## src/rtl/uart_packet_rx.sv

```systemverilog
// UART receiver that collects length-prefixed packets (L, then L payload bytes),
// buffers each one whole, and replays it as an AXIS packet with tlast on the final byte.
module uart_packet_rx #(
  parameter int AXIS_TDATA_WIDTH   = 8,
  parameter int MAXIMUM_PACKET_LEN = 16,
  parameter int CLOCK_FREQUENCY    = 20_000_000,
  parameter int BAUD_RATE          = 1_000_000,
  parameter int TIMEOUT_BITS       = 32
) (
  input  logic                        i_clk,
  input  logic                        i_rst_n,
  input  logic                        i_uart_rx,
  output logic                        o_m_axis_tvalid,
  input  logic                        i_m_axis_tready,
  output logic [AXIS_TDATA_WIDTH-1:0] o_m_axis_tdata,
  output logic                        o_m_axis_tlast,
  output logic                        o_m_axis_tkeep,
  output logic                        o_frame_error,
  output logic                        o_len_error,
  output logic                        o_timeout,
  output logic                        o_overrun
);
  localparam int CLKS_PER_BIT = CLOCK_FREQUENCY / BAUD_RATE;
  localparam int AW           = $clog2(MAXIMUM_PACKET_LEN);
  localparam int CW           = $clog2(CLKS_PER_BIT);
  localparam int TIMEOUT_CLKS = TIMEOUT_BITS * CLKS_PER_BIT;
  localparam int TW           = $clog2(TIMEOUT_CLKS + 1);

  if (AXIS_TDATA_WIDTH != 8) begin : g_bad_width
    $error("uart_packet_rx: AXIS_TDATA_WIDTH must be 8");
  end
  if (MAXIMUM_PACKET_LEN < 2 || MAXIMUM_PACKET_LEN > 256 ||
      (MAXIMUM_PACKET_LEN & (MAXIMUM_PACKET_LEN - 1)) != 0) begin : g_bad_len
    $error("uart_packet_rx: MAXIMUM_PACKET_LEN must be a power of two in 2..256");
  end
  if (CLKS_PER_BIT < 4 || CLKS_PER_BIT * BAUD_RATE != CLOCK_FREQUENCY) begin : g_bad_baud
    $error("uart_packet_rx: CLOCK_FREQUENCY/BAUD_RATE must be an integer >= 4");
  end

  typedef enum logic [2:0] {RX_IDLE, RX_START, RX_DATA, RX_STOP, RX_BREAK} rx_state_t;
  typedef enum logic [1:0] {PK_WAIT_LEN, PK_RECV, PK_EMIT} pk_state_t;

  // ---------------- bit receiver ----------------
  logic [1:0]    r_sync;
  rx_state_t     r_rx_state;
  logic [CW-1:0] r_clk_cnt;
  logic [2:0]    r_bit_idx;
  logic [7:0]    r_shift;
  logic [7:0]    r_rx_byte;
  logic          r_rx_strobe;
  logic          r_frame_error;
  logic          w_rx;

  assign w_rx = r_sync[1];

  always_ff @(posedge i_clk) begin
    if (!i_rst_n) begin
      r_sync        <= 2'b11;
      r_rx_state    <= RX_IDLE;
      r_clk_cnt     <= '0;
      r_bit_idx     <= '0;
      r_shift       <= '0;
      r_rx_byte     <= '0;
      r_rx_strobe   <= 1'b0;
      r_frame_error <= 1'b0;
    end else begin
      r_sync        <= {r_sync[0], i_uart_rx};
      r_rx_strobe   <= 1'b0;
      r_frame_error <= 1'b0;
      unique case (r_rx_state)
        RX_IDLE: if (!w_rx) begin
          r_rx_state <= RX_START;
          r_clk_cnt  <= '0;
        end
        // Resample mid start bit so short glitches are rejected as false starts.
        RX_START: if (r_clk_cnt == CW'(CLKS_PER_BIT / 2 - 1)) begin
          r_clk_cnt  <= '0;
          r_bit_idx  <= '0;
          r_rx_state <= w_rx ? RX_IDLE : RX_DATA;
        end else r_clk_cnt <= r_clk_cnt + 1'b1;
        RX_DATA: if (r_clk_cnt == CW'(CLKS_PER_BIT - 1)) begin
          r_clk_cnt <= '0;
          r_shift   <= {w_rx, r_shift[7:1]};
          r_bit_idx <= r_bit_idx + 1'b1;
          if (r_bit_idx == 3'd7) r_rx_state <= RX_STOP;
        end else r_clk_cnt <= r_clk_cnt + 1'b1;
        RX_STOP: if (r_clk_cnt == CW'(CLKS_PER_BIT - 1)) begin
          r_clk_cnt <= '0;
          if (w_rx) begin
            r_rx_strobe <= 1'b1;
            r_rx_byte   <= r_shift;
            r_rx_state  <= RX_IDLE;
          end else begin
            r_frame_error <= 1'b1;
            r_rx_state    <= RX_BREAK;
          end
        end else r_clk_cnt <= r_clk_cnt + 1'b1;
        RX_BREAK: if (w_rx) r_rx_state <= RX_IDLE;
        default:  r_rx_state <= RX_IDLE;
      endcase
    end
  end

  // ---------------- packet FSM ----------------
  pk_state_t     r_pk_state;
  logic [AW-1:0] r_len;
  logic [AW-1:0] r_wptr;
  logic [AW-1:0] r_rptr;
  logic [TW-1:0] r_idle_cnt;
  logic [7:0]    r_mem [MAXIMUM_PACKET_LEN];
  logic          r_tvalid;
  logic [7:0]    r_tdata;
  logic          r_tlast;
  logic          r_len_error;
  logic          r_timeout;
  logic          r_overrun;
  logic          w_len_ok;
  logic          w_wr;
  logic [AW-1:0] w_rptr_nxt;

  // Full 8-bit compare: a byte like 0x10 must not alias to a small length.
  assign w_len_ok   = (r_rx_byte != 8'd0) && ({1'b0, r_rx_byte} < 9'(MAXIMUM_PACKET_LEN));
  assign w_wr       = (r_pk_state == PK_RECV) && r_rx_strobe;
  assign w_rptr_nxt = r_rptr + 1'b1;

  always_ff @(posedge i_clk) begin
    if (w_wr) r_mem[r_wptr] <= r_rx_byte;
  end

  always_ff @(posedge i_clk) begin
    if (!i_rst_n) begin
      r_pk_state  <= PK_WAIT_LEN;
      r_len       <= '0;
      r_wptr      <= '0;
      r_rptr      <= '0;
      r_idle_cnt  <= '0;
      r_tvalid    <= 1'b0;
      r_tdata     <= '0;
      r_tlast     <= 1'b0;
      r_len_error <= 1'b0;
      r_timeout   <= 1'b0;
      r_overrun   <= 1'b0;
    end else begin
      r_len_error <= 1'b0;
      r_timeout   <= 1'b0;
      r_overrun   <= 1'b0;
      unique case (r_pk_state)
        PK_WAIT_LEN: if (r_rx_strobe) begin
          if (w_len_ok) begin
            r_len      <= r_rx_byte[AW-1:0];
            r_wptr     <= '0;
            r_idle_cnt <= '0;
            r_pk_state <= PK_RECV;
          end else r_len_error <= 1'b1;
        end
        PK_RECV: begin
          if (r_frame_error) r_pk_state <= PK_WAIT_LEN;
          else if (r_rx_strobe) begin
            r_wptr     <= r_wptr + 1'b1;
            r_idle_cnt <= '0;
            if (r_wptr == r_len - 1'b1) begin
              // For L==1 the first byte is still in flight to the buffer.
              r_tdata    <= (r_wptr == '0) ? r_rx_byte : r_mem[0];
              r_tlast    <= (r_len == AW'(1));
              r_tvalid   <= 1'b1;
              r_rptr     <= '0;
              r_pk_state <= PK_EMIT;
            end
          end else if (r_idle_cnt == TW'(TIMEOUT_CLKS - 1)) begin
            r_timeout  <= 1'b1;
            r_pk_state <= PK_WAIT_LEN;
          end else if (r_idle_cnt != '1) r_idle_cnt <= r_idle_cnt + 1'b1;
        end
        PK_EMIT: begin
          if (r_rx_strobe) r_overrun <= 1'b1;
          if (r_tvalid && i_m_axis_tready) begin
            if (r_tlast) begin
              r_tvalid   <= 1'b0;
              r_tlast    <= 1'b0;
              r_pk_state <= PK_WAIT_LEN;
            end else begin
              r_rptr  <= w_rptr_nxt;
              r_tdata <= r_mem[w_rptr_nxt];
              r_tlast <= (w_rptr_nxt == r_len - 1'b1);
            end
          end
        end
        default: r_pk_state <= PK_WAIT_LEN;
      endcase
    end
  end

  assign o_m_axis_tvalid = r_tvalid;
  assign o_m_axis_tdata  = r_tdata;
  assign o_m_axis_tlast  = r_tlast;
  assign o_m_axis_tkeep  = r_tvalid;
  assign o_frame_error   = r_frame_error;
  assign o_len_error     = r_len_error;
  assign o_timeout       = r_timeout;
  assign o_overrun       = r_overrun;
endmodule

```

## config.mk

```make
export PLATFORM = sky130hd
export DESIGN_NAME = uart_packet_rx
export DESIGN_NICKNAME = d
export VERILOG_FILES = /design/src/rtl/uart_packet_rx.sv
export SDC_FILE = /design/constraint.sdc
export NUM_CORES = 1
export LEC_CHECK = 0
export ABC_CLOCK_PERIOD_IN_PS = 3900
export BUFFER_PORTS_ARGS = -buffer_cell sky130_fd_sc_hd__buf_4
export CORE_MARGIN = 1
export CORE_UTILIZATION = 25
export CTS_CLUSTER_DIAMETER = 120
export DETAILED_ROUTE_END_ITERATION = 12
export PLACE_DENSITY = 0.41
export SLEW_MARGIN = 20
export SYNTH_ARGS = -nofsm -noshare
export SYNTH_HDL_FRONTEND = slang
export SYNTH_SLANG_ARGS = --single-unit
```

## constraint.sdc

```tcl
create_clock -name i_clk -period 3.9 [get_ports i_clk]
set_clock_uncertainty 0.2 [all_clocks]
set_input_delay 0.585 -clock i_clk [delete_from_list [all_inputs] [get_ports i_clk]]
set_output_delay 0.585 -clock i_clk [all_outputs]
set_load 0.01 [all_outputs]
```

* Word-level counts from Yosys, hierarchy flattened
Memory sizes are Yosys's and may differ from the RTL's. Index checks and enable logic that the tools add are counted.
Storage, ports and cells: flip-flop bits (word level) 68, RAM bits 128, memories 1, output and inout bits 15
Memories:
- r_mem | depth 16, bits a word 8, read ports 2, clocked after memory_dff 0, wr ports 1, RTL line 110 | logic [7:0] r_mem [MAXIMUM_PACKET_LEN];
Cells by class: reduce and logical (&&, ||, !) cells 28, $add $sub $neg 6, equality and inequality tests 32, $lt $le $gt $ge 1, mux-type cells 69, bitwise logic cells 2
Operators with widths (count):
- 10-bit 2-to-1 mux | 6
- 8-bit 2-to-1 mux | 6
- 4-bit 2-to-1 mux | 9
- 6-bit AND reduction | 5
- 3-bit 2-to-1 mux | 9
- 2-bit inequality test, second input constant | 13
- 10-bit case mux with 2 select lines | 1
- 2-bit 2-to-1 mux | 9
- 1-bit 2-to-1 mux | 17
- 4-bit case mux with 2 select lines | 2
- 8-bit case mux with 2 select lines | 1
- 5-bit 2-to-1 mux | 3
- 3-bit case mux with 5 select lines | 1
- 5-bit case mux with 3 select lines | 1
- 3-bit AND reduction | 5
- 10-bit by 1-bit adder with 10-bit output, second input constant | 1
- 10-bit equality test, second input constant | 1
- 10-bit inequality test, second input constant | 1
- 5-bit AND reduction | 2
- 4-bit by 1-bit adder with 4-bit output, second input constant | 2
- 4-bit equality test | 2
- 8-bit by 5-bit less-than comparator with 1-bit output, second input constant | 1
- 4-bit by 3-bit inequality test with 1-bit output, second input constant | 2
- 8-bit nonzero test | 1
- 27 further kinds | 37

* Logic depth before layout (Yosys ltp)
Gate-level depths: netlist of run 1.
depth in word-level cells 6, mapped depth 9, mapped depth without buffers 7

* Worst setup path before layout of run 1
Ideal clock, no wire load.
path kind flip-flop to flip-flop, from register r_rptr[0], to register r_tdata[0], in the netlist o_m_axis_tdata[0], arrival time 2070 ps, data required time 3599 ps, buffers on the path 3, stages on the path, launching flop included 9, period minus slack after synthesis 2371 ps, path slack 1529 ps, library setup time 101 ps, path through dfxtp_1 -> ha_1 -> buf_2 -> buf_2 -> buf_1 -> a2111oi_0 -> nor4_1 -> o22ai_1 -> o41ai_1
Between the ends: word-level cells in the longest chain between the ends 5
RTL lines:
- from (decl) | RTL line 108 | logic [AW-1:0] r_rptr;
- from (signal assigned) | RTL line 182 | r_rptr <= w_rptr_nxt;
- 4-bit by 1-bit adder with 4-bit output | RTL line 124 | assign w_rptr_nxt = r_rptr + 1'b1;
- memory 16 x 8 bit
- 8-bit 2-to-1 mux | RTL line 177 | if (r_tlast) begin
- 8-bit 2-to-1 mux | RTL line 176 | if (r_tvalid && i_m_axis_tready) begin
- 8-bit case mux with 2 select lines | RTL line 147 | unique case (r_pk_state)
- to (signal assigned) | RTL line 163 | r_tdata <= (r_wptr == '0) ? r_rx_byte : r_mem[0];
- to (signal assigned) | RTL line 183 | r_tdata <= r_mem[w_rptr_nxt];
- to (decl) | RTL line 112 | logic [7:0] r_tdata;
Every way passes these cells. The select of a mux whose other input is x is not followed. A chain may end at the register's enable or synchronous reset.

* Worst setup path in the final report of run 1
from register r_rptr[1], to register r_tdata[5], in the netlist o_m_axis_tdata[5]
Same word-level chain as after synthesis.

==> metrics.txt, run 1 <==
outcome finished, final reports clean; Critical Path Source Type flip-flop; post-synth cell types 58; Yosys top cell by area edfxtp_1; row count 67; DIE HEIGHT 187.7 um; GR Overflow Total 0; Worst R2R Start r_rptr[1]; most common cell in the netlist edfxtp_1; Setup Buffers After CTS 0; minimum clock period after layout 2.904 ns; Placed Area roughly 9400 um2; VDD IR max approximately 0.29 mV; final worst path period share 74.46%; Yosys warning count 0; Vias/cell between 4 and 5; Initial Utilization approximately 26%; unrepaired setup endpoints after global routing no; critical path class reg -> reg; crit path max fanout 30; relative slew slack a little under a third; Syn Std Cell Area 8622 um2; clk root buf clkbuf_16; Routed WL per cell between 15 and 20 um; Residual DRC 0; Pleak around 0.0032 uW; via count roughly 5600; Total GRT Usage ~13%; die area 35240 um2; setup_tns 0 ns; PortBufs 18; required time worst endpoint ~4 ns; Inserted Diodes 0; clock buffer depth 2; worst-margin pin slew a little over 1 ns; Pwr per Cell Area 391.5 nW/um2; P&R area growth vs syn 14.96%; final-report setup violation count 0; 1st-iter DRT viols slightly above 400; Resize count post-CTS 0; initial antenna violation count 0; CTS tree yes; Worst Hold Class in -> reg; final hold violation count 0; total power just under 4000 uW; R2R cell count 7; maxcap violations 0; register-to-register setup slack 1.0 ns; hold buffers post-CTS 0; Post-Syn Area per Cell ~12 um2; Gate Count Post-Synth 725; Sink Count 196; HPWL after DPL 14620 um; Final ANT Viol Nets 0; number of global-route vias before repair approximately 5500; DP Worst Slack 1.081 ns; Setup crit end kind flip-flop; FMAX between 0.3 and 0.4 GHz; first-pass GRT wire length 33950 um; fin nets ~770; CP arrival 3.02 ns; largest net degree at the start of global routing 41; Seq/Total Area, Yosys about three fifths; final instance area 9912 um2; Clock Latency Late Sink 0.43 ns; #FFs+latches synth between 150 and 200; post-route setup slack 0.9962 ns; IO Count 19; Slew Viols, Final 0; proportion of layout cells with a drive suffix above 1 between 10% and 20%; CTS Buf Count 17; synth top area cells edfxtp_1, dfxtp_1, mux2i_1; Synth top area share between 40% and 50%; fraction of registers with async set/reset 0%; placer congestion estimate 0.7977; Setup crit end o_m_axis_tdata[5]; Reg2Reg Capture Point o_m_axis_tdata[5]; Die X approximately 190 um; core footprint about 34000 um2; most common library cells after synthesis edfxtp_1, dfxtp_1, nor2_1; DRT Pass-1 Iters 6; Clock transition at path regs 0.08 ns; syn_nets around 740; EDFF count, synth 128; H-Tree Depth 4; worst setup path start r_rptr[1]; predominant post-synthesis flop cell edfxtp_1; Detailed Route WL about 22000 um
## registers in the layout, indices dropped and copies added (netlist names), 2 cells and up
register,flops
r_sync,2
r_shift,8
r_rx_state,3
r_clk_cnt,5
r_rptr,4
r_len,4
r_mem,128
r_idle_cnt,10
r_rx_byte,8
r_bit_idx,3
r_pk_state,2
o_m_axis_tdata,8
r_wptr,4
## power by group
group | internal (uW) | switching (uW)
Sequential | 2190 | 6.86
Clock | 831 | 808
Combinational | 17.3 | 31.3
## critical path: stages (launching register included)
cell	delay, ns
dfxtp_1	0.36
ha_4	0.54
buf_4	0.31
mux2i_1	0.17
and3_1	0.21
nor4_1	0.43
o22ai_1	0.13
o41ai_1	0.41
## how the worst min path moves through the flow
stage | end | start | cells past startpoint
after global placement | r_sync[1] | r_sync[0] | 1
after floorplan | r_sync[1] | r_sync[0] | 1
after global routing | r_sync[0] | i_uart_rx | 2
final | r_sync[0] | i_uart_rx | 2
after CTS | r_sync[0] | i_uart_rx | 2
after detailed placement | r_sync[1] | r_sync[0] | 1
## logic make-up after synthesis
kind of cell	share of synthesized area, %
and+or+nand+nor	15.88
DFF	60.37
AOI/OAI and AO/OA	9.694
muxes	7.357
buffers and inverters	2.365
xor gates and xnor gates	2.598
adders and majority gates	1.741
## final cells by class
class / instances / area (um2)
fill: 3499 / 23790
sequential: 196 / 5205
multi-input combinational: 479 / 3226
tap: 448 / 560.5
clock buffer: 20 / 436.7
timing repair buffer: 43 / 335.3
clock inverter: 12 / 103.9
inverter: 12 / 45.04
## placed cells by master, fill, tap and decap left out, types with 16 or more instances in the layout
cell type	instances
mux2i_1	60
a2111oi_0	16
a22oi_1	17
nand3_1	25
edfxtp_1	128
nand2_1	56
dfxtp_1	68
clkbuf_16	17
nor2_1	65
nor2b_1	21
a21oi_1	29
and3_1	28
buf_4	42
## metrics by stage
stage	hold slack, ns	util [%]	instances
2_1_floorplan	0.1863	-	725
3_3_place_gp	0.1897	27.81	1178
3_5_place_dp	0.2068	27.81	1178
4_1_cts	0.1105	29.41	1210
5_1_grt	0.1137	29.41	1210
6_report	0.1330	29.41	1210
## per-layer routing
layer / vias up / global-route usage (%) / share of wire, %
li1: 2763 / - / -
met1: 2740 / 17.73 / 50
met2: 90 / 19.56 / 45
met3: 15 / 2.564 / 3.4
met4: 0 / 4.128 / 1.4
met5: - / 0 / 0
Note: power is estimated with default switching activity, not from simulation.
==> inputs of run 2 (changes only) <==
--- a/config.mk
+++ b/config.mk
@@ -5,13 +5,14 @@
 export SDC_FILE = /design/constraint.sdc
 export NUM_CORES = 1
 export LEC_CHECK = 0
-export ABC_CLOCK_PERIOD_IN_PS = 3900
+export ABC_AREA = 1
+export ABC_CLOCK_PERIOD_IN_PS = 2600
 export BUFFER_PORTS_ARGS = -buffer_cell sky130_fd_sc_hd__buf_4
 export CORE_MARGIN = 1
 export CORE_UTILIZATION = 25
 export CTS_CLUSTER_DIAMETER = 120
 export DETAILED_ROUTE_END_ITERATION = 12
-export PLACE_DENSITY = 0.41
+export PLACE_DENSITY = 0.42
 export SLEW_MARGIN = 20
 export SYNTH_ARGS = -nofsm -noshare
 export SYNTH_HDL_FRONTEND = slang
==> constraint.sdc (replaced) <==
create_clock -name i_clk -period 2.6 [get_ports i_clk]
set_clock_uncertainty 0.2 [all_clocks]
set_input_delay 0.39 -clock i_clk [delete_from_list [all_inputs] [get_ports i_clk]]
set_output_delay 0.39 -clock i_clk [all_outputs]
set_load 0.01 [all_outputs]
==> run 2 against run 1 <==
Combinational power grew to 6.0 times the previous value. Wire length grew 4.6%. Register-to-register slack lost 0.71 ns. First-iteration DRC count shrank 2.7%. Largest cell class unchanged. Largest power group unchanged.
==> metrics.txt, run 2 <==
number of global-route vias before repair 6328 (+14%); CP cell instances buf_12, inv_2, buf_12, o21ai_0, nand3_1, nand3_1, nand2_1, nand2_1, nand2_1, nor2_1, nor2_1; FMAX 0.4322 GHz (+26%); final-report setup violation count 0 (unchanged); Setup crit end kind flip-flop; Pwr per Cell Area 624.9 nW/um2 (+60%); DP Worst Slack 0.2671 ns (-0.8139 ns); final hold violation count 0 (unchanged); Reg2Reg Capture Point o_m_axis_tdata[6]; maxcap violations 0 (unchanged); Inserted Diodes 0 (unchanged); PortBufs 18 (unchanged); Total GRT Usage 13.38% (+0.68 points); crit path max fanout 75 (+150%); Post-Synth XOR/XNOR Area 1.222% (-1.4 points); Placed Area 9628 um2 (+2.7%); VDD IR max 0.4735 mV (+64%); post-synthesis mux area share 0% (-7.4 points); placer congestion estimate 0.7520 (-5.7%); register-to-register setup slack 0.29 ns (-0.71 ns); Synth Area in Adders 1.705% (-0.036 points); first-pass GRT wire length 36450 um (+7.4%); #FFs+latches synth 196 (unchanged); via count 6480 (+16%); Slew Viols, Final 0 (unchanged); most frequent cells in the layout nor2_1, nand2_1, edfxtp_1; initial antenna violation count 0 (unchanged); Layout Utilization 29.61% (+0.20 points); hold slack 0.2051 ns (+0.07209 ns); fin nets 1016 (+33%); H-Tree Depth 4 (unchanged); Residual DRC 0 (unchanged); proportion of layout cells with a drive suffix above 1 12.34% (+0.27 points); Die X 189.7 um (+1.0%); Hold Path Origin i_rst_n; R2R cell count 11 (+4); outcome finished, final reports clean; Worst Hold Class in -> reg; DIE HEIGHT 189.7 um (+1.0%); Syn Std Cell Area 8806 um2 (+2.1%); unrepaired setup endpoints after global routing no; most common cell after layout, fill and taps aside nor2_1; P&R area growth vs syn 16.44%; core footprint 34630 um2 (+2.8%); critical path class reg -> reg; Vias/cell 4.414 (-4.8%); Clock transition at path regs 0.08 ns (about the same); Sink Count 196 (unchanged); CP bufs+invs 3 (+2); clk root buf clkbuf_16; DRT Pass-1 Iters 5 (-1); Post-Syn Area per Cell 9.211 um2 (-23%); worst hold path depth 3 (+1); max reg flops 128 (unchanged); IO Count 19 (unchanged); post-synth cell types 44 (-24%); post-route setup slack 0.2864 ns (-0.7098 ns); required time worst endpoint 2.74 ns (-1.28 ns); most common cell in the netlist nor2_1; EDFF count, synth 128 (unchanged); worst hold endpoint r_idle_cnt[2]; Detailed Route WL 22910 um (+4.6%); Top reg by flops r_mem; fraction of registers with async set/reset 0% (unchanged); Routed WL per cell 15.60 um (-14%); minimum clock period after layout 2.314 ns (-0.5902 ns); Clock Latency Late Sink 0.44 ns (about the same); Seq/Total Area, Yosys 59.11% (-1.3 points); syn_nets 972 (+31%); clock buffer depth 2 (unchanged); Crit path max-delay family simple AND/OR/NAND/NOR gates; final worst path period share 88.98% (+15 points); most common library cells after synthesis nor2_1, nand2_1, edfxtp_1; crit-path max cell delay 0.42 ns (-0.12 ns); Final ANT Viol Nets 0 (unchanged); Yosys top cell by area edfxtp_1; row count 68 (+1.5%); largest net degree at the start of global routing 76 (+85%); worst-margin pin slew 0.6132 ns (-0.4052 ns); Worst R2R Start r_rptr[0]; Initial Utilization 25.43% (-0.15 points); 1st-iter DRT viols 396 (-2.7%); Gate Count Post-Synth 956 (+32%); Pleak 0.003694 uW (+15%); Regs by FF count r_mem (128), r_idle_cnt (10); Slowest cell on crit path o21ai_0; Synth top area share 43.65% (-0.93 points); combinational family with the most area after synthesis simple AND/OR/NAND/NOR gates; most used cell along the critical path nand2_1; HPWL after DPL 15190 um (+3.9%); Critical Path Source Type flip-flop; Yosys warning count 0 (unchanged); predominant post-synthesis flop cell edfxtp_1; CP arrival 2.45 ns (-0.57 ns); final instance area 10250 um2 (+3.4%); CTS Buf Count 17 (unchanged); synth top area cells edfxtp_1, dfxtp_1, nor2_1; GR Overflow Total 0 (unchanged); relative slew slack 59.02% (+27 points); die area 35980 um2 (+2.1%); CTS tree yes; setup_tns 0 ns (unchanged); post-synthesis compound-gate area fraction 9.179% (-0.52 points); post-synthesis simple-gate area fraction 22.80% (+6.9 points)
-- run 2: changes by cell type after synthesis, moves of 16 or more --
cell | previous run | this run
inv_1 | 11 | 66
nor2_1 | 65 | 188
nand2_1 | 56 | 175
a22oi_1 | 17 | 0
nor2b_1 | 21 | 0
a2111oi_0 | 16 | 0
o21ai_0 | 4 | 81
nand3_1 | 25 | 82
mux2i_1 | 60 | 0
and3_1 | 28 | 0
-- run 2: stage by stage --
step	total power (uW)	instances
2_1_floorplan	3628	956
3_3_place_gp	3699	1435
3_5_place_dp	3700	1435
4_1_cts	6486	1468
5_1_grt	6654	1468
6_report	6407	1468
-- run 2: kinds of logic after synthesis --
| kind of cell | Yosys count |
|---|---|
| buffers and inverters | 113 |
| DFF | 196 |
| adders and majority gates | 12 |
| and+or+nand+nor | 478 |
| xor gates and xnor gates | 8 |
| AOI/OAI and AO/OA | 149 |
-- run 2: routing by layer --
metal,wire length [um],GRT usage [%]
met5,0,0
met4,337,4.063
met1,11340,18.15
met2,10610,21.53
met3,618,2.490
-- run 2: area by class of cell --
type / instances / area [um2]
Inverter: 74 / 280.3
Clock inverter: 15 / 182.7
Fill cell: 3660 / 24370
Sequential cell: 196 / 5206
Tap cell: 455 / 569.3
Clock buffer: 17 / 425.4
Timing Repair Buffer: 64 / 508.0
Multi-Input combinational cell: 647 / 3082
-- run 2: worst max path at each step --
stage / cells past startpoint / end / from / slack [ns]
finish: 11 / o_m_axis_tdata[6] / r_rptr[0] / 0.29
detailed placement: 10 / r_rptr[0] / r_len[0] / 0.27
CTS: 10 / r_rptr[0] / r_len[0] / 0.25
floorplan: 6 / r_mem[0][0] / r_pk_state[0] / 0.63
global placement: 11 / o_m_axis_tdata[6] / r_rptr[0] / 0.30
global route: 11 / o_m_axis_tdata[6] / r_rptr[0] / 0.11
-- run 2: power by group --
part	switching [uW]	internal, uW
logic	200	90.8
clock network	1310	1470
registers	29.3	3310
total	1540	4870
-- run 2: worst min-delay path, delay by kind of cell --
kind / cells / cell delay [ns]
compound gates: 1 / 0.05
buf+inv: 2 / 0.36
-- run 2: what timing repair did --
item	in CTS	in global routing
hold buffers	1	0
resized for setup	0	1
buffers inserted	0	0
endpoints found under the setup margin	0	2
hold endpoints to repair	1	0
==> inputs of run 3 (changes only) <==
--- a/config.mk
+++ b/config.mk
@@ -6,13 +6,14 @@
 export NUM_CORES = 1
 export LEC_CHECK = 0
 export ABC_AREA = 1
-export ABC_CLOCK_PERIOD_IN_PS = 2600
+export ABC_CLOCK_PERIOD_IN_PS = 2850
 export BUFFER_PORTS_ARGS = -buffer_cell sky130_fd_sc_hd__buf_4
 export CORE_MARGIN = 1
 export CORE_UTILIZATION = 25
 export CTS_CLUSTER_DIAMETER = 120
 export DETAILED_ROUTE_END_ITERATION = 12
-export PLACE_DENSITY = 0.42
+export PLACE_DENSITY = 0.41
+export SETUP_SLACK_MARGIN = 0.15
 export SLEW_MARGIN = 20
 export SYNTH_ARGS = -nofsm -noshare
 export SYNTH_HDL_FRONTEND = slang
==> constraint.sdc (replaced) <==
create_clock -name i_clk -period 2.85 [get_ports i_clk]
set_clock_uncertainty 0.2 [all_clocks]
set_input_delay 0.4275 -clock i_clk [delete_from_list [all_inputs] [get_ports i_clk]]
set_output_delay 0.4275 -clock i_clk [all_outputs]
set_load 0.01 [all_outputs]
==> run 3 against run 2 <==
Register-to-register slack improved by 0.21 ns. Utilization decreased by 0.22 points. Global-route usage decreased by 0.46 points. Worst hold slack improved by 0.0080 ns. Die area unchanged. Fmax decreased by 1.5%. Critical path depth decreased by 1. Clock power decreased by 14%.
==> metrics.txt, run 3 (same netlist as run 2, synthesis figures left out) <==
outcome finished, final reports clean; Net Sw Power 1357 uW (-12%); DIE HEIGHT 189.7 um (unchanged); P&R area growth vs syn 15.57%; fin nets 1007 (-0.89%); clk root buf clkbuf_16; post-route setup slack 0.5004 ns (+0.2140 ns); GR Overflow Total 0 (unchanged); IO Count 19 (unchanged); Worst Hold Class reg -> reg; largest net degree at the start of global routing 74 (-2.6%); final instance area 10180 um2 (-0.74%); die area 35980 um2 (unchanged); Pwr per Cell Area 561.3 nW/um2 (-10%); row count 68 (unchanged); via count 6419 (-0.94%); most frequent cells in the layout nor2_1, nand2_1, edfxtp_1; switching fraction of total power 23.75% (-0.28 points); clock power share 42.0% (-1.4 points); PortBufs 18 (unchanged); total power 5712 uW (-11%); Die X 189.7 um (unchanged); most used cell along the critical path nor2_1; CP bufs+invs 1 (-2); DRT Pass-1 Iters 5 (unchanged); Placed Area 9585 um2 (-0.44%); Routed WL per cell 15.22 um (-2.5%); VDD IR max 0.4252 mV (-10%); crit path max fanout 20 (-73%); final-report setup violation count 0 (unchanged); relative slew slack 62.01% (+3.0 points); core footprint 34630 um2 (unchanged); Sink Count 196 (unchanged); Setup crit end kind flip-flop; Flop pwr share 53.3% (+1.2 points); placer congestion estimate 0.7549 (+0.39%); crit-path max cell delay 0.43 ns (about the same); final worst path period share 82.44% (-6.5 points); critical path class reg -> reg; initial antenna violation count 0 (unchanged); Hold Path Origin r_sync[0]; HPWL after DPL 14470 um (-4.7%); Crit path max-delay family simple AND/OR/NAND/NOR gates; Initial Utilization 25.43% (unchanged); multi-input logic area 3082 um2 (unchanged); Final ANT Viol Nets 0 (unchanged); CTS Buf Count 17 (unchanged); Slew Viols, Final 0 (unchanged); filler cell count 3623 (-1.0%); Residual DRC 0 (unchanged); worst-margin pin slew 0.5685 ns (-0.04474 ns); setup_tns 0 ns (unchanged); CP cell instances inv_2, ha_1, or2_2, nand3_1, nor2_1, nand3_1, nand2_1, nand3_4, nor2_1, nor2_1; Setup Buffers After CTS 0 (unchanged); unrepaired setup endpoints after global routing no; Clock Latency Late Sink 0.44 ns (about the same); clock buffer depth 2 (unchanged); Clock transition at path regs 0.07 ns (about the same); Worst R2R Start r_len[0]; worst setup path start r_len[0]; FMAX 0.4256 GHz (-1.5%); Comb power frac 4.7% (+0.2 points); Total GRT Usage 12.92% (-0.46 points); CP arrival 2.49 ns (+0.04 ns); minimum clock period after layout 2.350 ns (+0.03599 ns); Inserted Diodes 0 (unchanged); Non-Filler Instances 1459 (-0.61%); final hold violation count 0 (unchanged); Int Power 4356 uW (-11%); CTS tree yes; maxcap violations 0 (unchanged); Top reg by flops r_mem; most common cell after layout, fill and taps aside nor2_1; max reg flops 128 (unchanged); Slowest cell on crit path dfxtp_1; Detailed Route WL 22200 um (-3.1%); Cells after DPL 1426 (-0.63%); Regs by FF count r_mem (128), r_idle_cnt (10); proportion of layout cells with a drive suffix above 1 11.25% (-1.1 points); 1st-iter DRT viols 356 (-10%); first-pass GRT wire length 35330 um (-3.1%); DP Worst Slack 0.3441 ns (+0.07692 ns); Critical Path Source Type flip-flop; Vias/cell 4.400 (-0.33%); H-Tree Depth 4 (unchanged); required time worst endpoint 2.99 ns (+0.25 ns); number of global-route vias before repair 6273 (-0.87%); Pleak 0.003649 uW (-1.2%); register area 5206 um2 (unchanged)
run 3: cell count changes in the layout (fill, tap and decap cells not counted), sizes merged:
cell and delta:
buf -9, clkbuf +5, inv -2, clkinvlp -2, bufinv -2, clkinv +1
run 3: metal layers:
metal,track usage (%),part of all wire [%],vias to the layer above
met5,0,0,-
met4,3.970,1.7,0
met3,2.398,2.8,21
met2,20.74,46,79
met1,17.55,49,3045
li1,-,-,3274
run 3: power groups by stage:
stage          Sequential [uW]  Clock (uW)  Combinational (uW)
2_1_floorplan             3100           0                 207
3_3_place_gp              3110           0                 264
3_5_place_dp              3110           0                 266
4_1_cts                   3040        2460                 266
5_1_grt                   3050        2570                 317
6_report                  3050        2400                 267
run 3: worst paths after layout:
path	endpoint	slack (ns)	depth (start not counted)
worst max-delay path	o_m_axis_tdata[5]	0.50	10
worst min register to register	r_sync[1]	0.21	1
worst max register to register	o_m_axis_tdata[5]	0.50	10
worst min-delay path	r_sync[1]	0.21	1
run 3: what timing repair did:
| item | in CTS | in global routing |
|---|---|---|
| setup endpoints to repair | 0 | 1 |
| gates resized for setup | 0 | 1 |
| hold buffers | 1 | 0 |
| hold endpoints to repair | 1 | 0 |
run 3: cell type report:
cell class	instances	share of cell area, %
clock buffer	22	4.782
clock inverter	10	0.8606
inverter	74	2.754
multi-input combinational	647	30.28
sequential	196	51.16
tap	455	5.594
timing repair buffer	55	4.573
run 3: stage by stage:
stage | hold WS (ns) | util [%]
6_report | 0.2131 | 29.39
5_1_grt | 0.2339 | 29.39
4_1_cts | 0.2144 | 29.37
3_5_place_dp | 0.1984 | 27.68
3_3_place_gp | 0.2066 | 27.68
2_1_floorplan | 0.1925 | -
